## config.mk

```make
export PLATFORM = sky130hd
export DESIGN_NAME = fetch_unit
export DESIGN_NICKNAME = d
export VERILOG_FILES = /design/src/rtl/fetch_unit.sv
export SDC_FILE = /design/constraint.sdc
export NUM_CORES = 1
export LEC_CHECK = 0
export CORE_ASPECT_RATIO = 2
export CORE_MARGIN = 2
export CORE_UTILIZATION = 40
export DETAILED_ROUTE_END_ITERATION = 8
export PLACE_DENSITY = 0.69
export SLEW_MARGIN = 0
export SYNTH_ARGS = -nofsm -noshare
export SYNTH_HDL_FRONTEND = slang
export SYNTH_SLANG_ARGS = --single-unit
```

## constraint.sdc

```tcl
create_clock -name clk -period 2.8 [get_ports clk]
set_clock_uncertainty 0.1 [all_clocks]
set_input_delay 0.84 -clock clk [delete_from_list [all_inputs] [get_ports clk]]
set_output_delay 0.84 -clock clk [all_outputs]
set_load 0.02 [all_outputs]
```

## src/rtl/fetch_unit.sv

```systemverilog
// fetch_unit: instruction-fetch stage. Owns the PC, keeps exactly one
// request outstanding to instruction memory, and presents {pc, instr}
// to the IF/ID register. Honours the IF/ID stall and branch/jump
// redirects, and drops any response that belongs to a pre-redirect PC.
//
// Ports:
//   clk, reset          clock; synchronous active-high reset
//   stall               IF/ID hold request from hazard logic
//   redirect_valid/pc   taken branch/jump and its target (low 2 bits ignored)
//   imem_req/addr       fetch request and aligned byte address
//   imem_gnt            memory accepts the request this cycle
//   imem_rvalid/rdata   fetch response (one per accepted request)
//   if_pc/instruction   toward IF/ID; 0/NOP_WORD when fetch_valid=0
//   fetch_valid         if_pc/if_instruction hold a real instruction
//   if_id_flush         copy of redirect_valid for the IF/ID flush input
module fetch_unit #(
    parameter logic [31:0] RESET_PC = 32'h0000_0000,
    parameter int unsigned PC_STEP  = 4,
    parameter logic [31:0] NOP_WORD = 32'h0000_0000
) (
    input  logic        clk,
    input  logic        reset,
    input  logic        stall,
    input  logic        redirect_valid,
    input  logic [31:0] redirect_pc,
    output logic        imem_req,
    output logic [31:0] imem_addr,
    input  logic        imem_gnt,
    input  logic        imem_rvalid,
    input  logic [31:0] imem_rdata,
    output logic [31:0] if_pc,
    output logic [31:0] if_instruction,
    output logic        fetch_valid,
    output logic        if_id_flush
);

    localparam logic [1:0] S_REQ     = 2'd0;
    localparam logic [1:0] S_WAIT    = 2'd1;
    localparam logic [1:0] S_HOLD    = 2'd2;
    localparam logic [1:0] S_DISCARD = 2'd3;

    localparam logic [31:0] STEP = 32'(PC_STEP);

    logic [1:0]  state_q, state_d;
    logic [31:0] pc_q, pc_d;
    logic [31:0] held_pc_q, held_pc_d;
    logic [31:0] held_instr_q, held_instr_d;
    logic        valid_q, valid_d;
    logic [31:0] redirect_target;

    assign redirect_target = redirect_pc & ~32'h3;

    always_comb begin
        state_d      = state_q;
        pc_d         = pc_q;
        held_pc_d    = held_pc_q;
        held_instr_d = held_instr_q;
        valid_d      = valid_q;

        // A redirect always retargets the PC and kills whatever is held;
        // the state choice below only decides what happens to the
        // request that may be in flight.
        if (redirect_valid) begin
            pc_d    = redirect_target;
            valid_d = 1'b0;
        end

        unique case (state_q)
            S_REQ: begin
                if (redirect_valid) begin
                    // An accepted request now fetches a stale PC.
                    state_d = imem_gnt ? S_DISCARD : S_REQ;
                end else if (imem_gnt) begin
                    state_d = S_WAIT;
                end
            end
            S_WAIT: begin
                if (redirect_valid) begin
                    state_d = imem_rvalid ? S_REQ : S_DISCARD;
                end else if (imem_rvalid) begin
                    held_instr_d = imem_rdata;
                    held_pc_d    = pc_q;
                    pc_d         = pc_q + STEP;
                    valid_d      = 1'b1;
                    state_d      = S_HOLD;
                end
            end
            S_HOLD: begin
                if (redirect_valid || !stall) begin
                    valid_d = 1'b0;
                    state_d = S_REQ;
                end
            end
            S_DISCARD: begin
                if (imem_rvalid) begin
                    state_d = S_REQ;
                end
            end
            default: begin
                state_d = S_REQ;
            end
        endcase
    end

    always_ff @(posedge clk) begin
        if (reset) begin
            state_q      <= S_REQ;
            pc_q         <= RESET_PC;
            held_pc_q    <= 32'h0;
            held_instr_q <= NOP_WORD;
            valid_q      <= 1'b0;
        end else begin
            state_q      <= state_d;
            pc_q         <= pc_d;
            held_pc_q    <= held_pc_d;
            held_instr_q <= held_instr_d;
            valid_q      <= valid_d;
        end
    end

    assign imem_req       = (state_q == S_REQ);
    assign imem_addr      = pc_q;
    assign fetch_valid    = valid_q;
    assign if_pc          = valid_q ? held_pc_q : 32'h0;
    assign if_instruction = valid_q ? held_instr_q : NOP_WORD;
    assign if_id_flush    = redirect_valid;

endmodule

```

==> results.ini <==
[floorplanning]
num_rows = 57
floorplan.die.width_um = 82.3
core-area_um2 = 12100
top_level_ports = 169
initial_core_utilization_pct = 40.7
die-area_um2 = 13200
floorplan.die.height_um = 161

[outcome]
outcome = finished, final reports clean

[synth]
ys_ff_latch = 99
synthFlopType = sky130_fd_sc_hd__dfxtp_1
mappedNetlistNets = 710
synth.cell_area_um2 = 4900
synth_seq_area_share_pct = 40.4
postSynthAreaPerCell_um2 = 7.73
synthCells = 634
yosys_warnings = 0
number_of_distinct_library_cells_after_synthesis = 58
async_reset_ff_share_pct = 0
post_synth_edffs = 0

[sta]
max_slew_margin_pct = 71.4
report.final.slew_viol_count = 0
worst-slew-pin-transition_ns = 0.429
top_achievable_clock_speed_ghz = 0.363
final.period_utilization_pct = 98.3
setup-violations-final = 0
holdWs_ns = 0.349
hold_viol = 0
layout_min_cycle_time_ns = 2.75

[min_path]
number_of_instances_on_the_worst_hold_path = 2
timing.hold.worst.class = reg -> reg
min-delay-start = held_instr_q[10]
hold_end = held_instr_q[10]

[clocking]
clk_transition_reported_paths_ns = 0.07
clock_tree.htree_level_count = 3
worst_skew_pair.late_latency_ns = 0.34
total_of_hold_buffers_inserted_after_clock_tree_synthesis = 0
root_buffer = sky130_fd_sc_hd__clkbuf_16
tritoncts = yes
numCtsBuffers = 9
clkSinkCount = 99
cts_setup_buffers = 0
clock_path_buffers = 2

[grt]
groute.usage.overall_pct = 23.1
first_global_vias = 4898
grt_first_pass_wirelength_um = 23600
grt_start_max_net_pins = 52
gr-total-overflow = 0
grt_antenna_before_repair = 1

[final_layout]
layout.cells.most_common = sky130_fd_sc_hd__nand2_1
final_layout_size_suffix_gt1_share_pct = 7.08
layout.cells.most_common_list = sky130_fd_sc_hd__nand2_1 (155), sky130_fd_sc_hd__clkdlybuf4s50_1 (150), sky130_fd_sc_hd__dfxtp_1 (98), sky130_fd_sc_hd__a21oi_1 (77), sky130_fd_sc_hd__and2_1 (65)
layout.filler_cells = 1136
layout-area-overhead-vs-synth_pct = 43.9
num-nets-final = 862

[drt]
finalWirelength_um = 15300
postRouteAntennaNets = 0
drt-wirelength-per-cell_um = 16.2
drt_first_iter_violations = 253
viasPerCell = 5.39
route.vias.total = 5062
firstDrtPassIters = 6
drc = 0

[pwr]
power.total_w = 0.00335
vdd.ir_drop.worst_mv = 0.298
intPower_w = 0.00245
total_leakage_power_nw = 2.70
power.clock.fraction_pct = 37.5
swShare_pct = 26.8
power-per-cell-area_nw_per_um2 = 475
netSwitchingPower_w = 0.000899
power.share.combinational_pct = 16.3
power.sequential.fraction_pct = 46.3

[place]
port_buffers = 166
placer_congestion = 0.886
hpwl_detailed_um = 11100

[run]
max_cap_viol_count = 0

[worst_setup_path]
critPathKind = reg -> out
cp.arrival_ns = 1.81
worst_r2r_path_depth = 7
worst-path-max-fanout = 51
timing.critical_path.required_ns = 1.86
regToRegSetupSlack_ns = 0.65
crit_path_start_kind = flop
critical_path.reg2reg.startpoint = state_q[1]
reg2reg_to = imem_addr[25]
setup_crit_end_kind = output port

worst max-delay path by stage:
stage / start / slack [ns] / cells past startpoint / endpoint
2_1_floorplan: imem_rvalid / 0.57 / 6 / imem_addr[29]
3_3_place_gp: redirect_valid / -0.06 / 2 / if_id_flush
3_5_place_dp: redirect_valid / -0.05 / 2 / if_id_flush
4_1_cts: fetch_valid / 0.03 / 3 / if_instruction[14]
5_1_grt: fetch_valid / -0.01 / 3 / if_instruction[22]
6_report: fetch_valid / 0.05 / 3 / if_instruction[18]
registers in the layout, summed over array words and instances (netlist names):
| register | cells |
|---|---|
| held_instr_q | 32 |
| held_pc_q | 32 |
| imem_addr | 32 |
| state_q | 2 |
| fetch_valid | 1 |
Yosys cell counts (3+ instances only):
cell                       instances  area, um2
sky130_fd_sc_hd__a211oi_1          6       45.0
sky130_fd_sc_hd__a21oi_1          77        385
sky130_fd_sc_hd__a221oi_1          3       26.3
sky130_fd_sc_hd__a311oi_1         10       87.6
sky130_fd_sc_hd__a31oi_1           4       25.0
sky130_fd_sc_hd__and2_1           65        407
sky130_fd_sc_hd__and3_1            7       43.8
sky130_fd_sc_hd__and4_1            4       35.0
sky130_fd_sc_hd__buf_1             4       15.0
sky130_fd_sc_hd__buf_2             4       20.0
sky130_fd_sc_hd__clkbuf_1         32        120
sky130_fd_sc_hd__clkbuf_8          4       55.1
sky130_fd_sc_hd__dfxtp_1          99       1980
sky130_fd_sc_hd__ha_1              6       75.1
sky130_fd_sc_hd__inv_1             8       30.0
sky130_fd_sc_hd__nand2_1         155        582
sky130_fd_sc_hd__nand2b_1          4       25.0
sky130_fd_sc_hd__nand3_1          11       55.1
sky130_fd_sc_hd__nand3b_1          3       22.5
sky130_fd_sc_hd__nand4_1          15       93.8
sky130_fd_sc_hd__nor2_1           25       93.8
sky130_fd_sc_hd__nor3_1            8       40.0
sky130_fd_sc_hd__nor3b_1           5       37.5
sky130_fd_sc_hd__nor4_1            4       25.0
sky130_fd_sc_hd__o21ai_0           7       35.0
sky130_fd_sc_hd__o31ai_1           5       37.5
sky130_fd_sc_hd__or3_1             5       31.3
sky130_fd_sc_hd__or4_1             7       52.6
sky130_fd_sc_hd__xnor2_1           5       43.8
sky130_fd_sc_hd__xor2_1            3       26.3
area by class of cell:
class                      instances  area, um2  share of cell area [%]
clock buffer                      11        243                    3.44
tap                              147        184                    2.61
sequential                        99       1990                    28.1
antenna                            1       2.50                  0.0355
inverter                           8       30.0                   0.426
clock inverter                     5       60.1                   0.851
multi-input combinational        478       2640                    37.4
timing repair buffer             190       1910                    27.1
power by group through the flow:
| stage | clock, W | combinational [W] | sequential, W |
|---|---|---|---|
| floorplan | 0 | 0.000262 | 0.00159 |
| global placement | 0 | 0.000527 | 0.00158 |
| detailed placement | 0 | 0.000542 | 0.00158 |
| CTS | 0.00129 | 0.000545 | 0.00155 |
| global route | 0.00134 | 0.000592 | 0.00156 |
| finish | 0.00126 | 0.000545 | 0.00155 |
layer usage:
layer	track usage (%)	part of all wire [%]	vias to the layer above
li1	-	-	2485
met5	0	0	-
met4	11.8	3.6	0
met1	25.1	37	2345
met2	41.3	54	194
met3	3.37	5.6	38
per-stage QoR:
step / setup TNS [ns] / instances / cell area [um2] / util, % / setup slack (ns)
2_1_floorplan: 0 / 634 / 4900 / - / 0.571
3_3_place_gp: -0.0603 / 922 / 6710 / 55.7 / -0.0603
3_5_place_dp: -0.0537 / 922 / 6710 / 55.7 / -0.0537
4_1_cts: 0 / 938 / 7020 / 58.2 / 0.0305
5_1_grt: -0.0126 / 939 / 7050 / 58.5 / -0.0126
6_report: 0 / 939 / 7050 / 58.5 / 0.0463
repair_timing:
action,in CTS,in global routing
gates cloned,0,0
endpoints found under the setup margin,52,14
resized for setup,2,14
pin swaps,0,0
worst max-delay path, cell delays in order, from the launching register on:
cell                              delay [ns]
sky130_fd_sc_hd__dfxtp_4                0.45
sky130_fd_sc_hd__buf_12                 0.22
sky130_fd_sc_hd__and2_1                 0.17
sky130_fd_sc_hd__clkdlybuf4s50_1        0.61
logic make-up after synthesis:
| family | after synthesis | synth area share (%) |
|---|---|---|
| xor gates and xnor gates | 8 | 1.43 |
| buffers and inverters | 57 | 5.77 |
| and+or+nand+nor | 335 | 34.7 |
| adders and majority gates | 6 | 1.53 |
| muxes | 1 | 0.230 |
| DFF | 99 | 40.4 |
| AOI/OAI and AO/OA | 128 | 15.9 |
(Power assumes the default switching activity.)
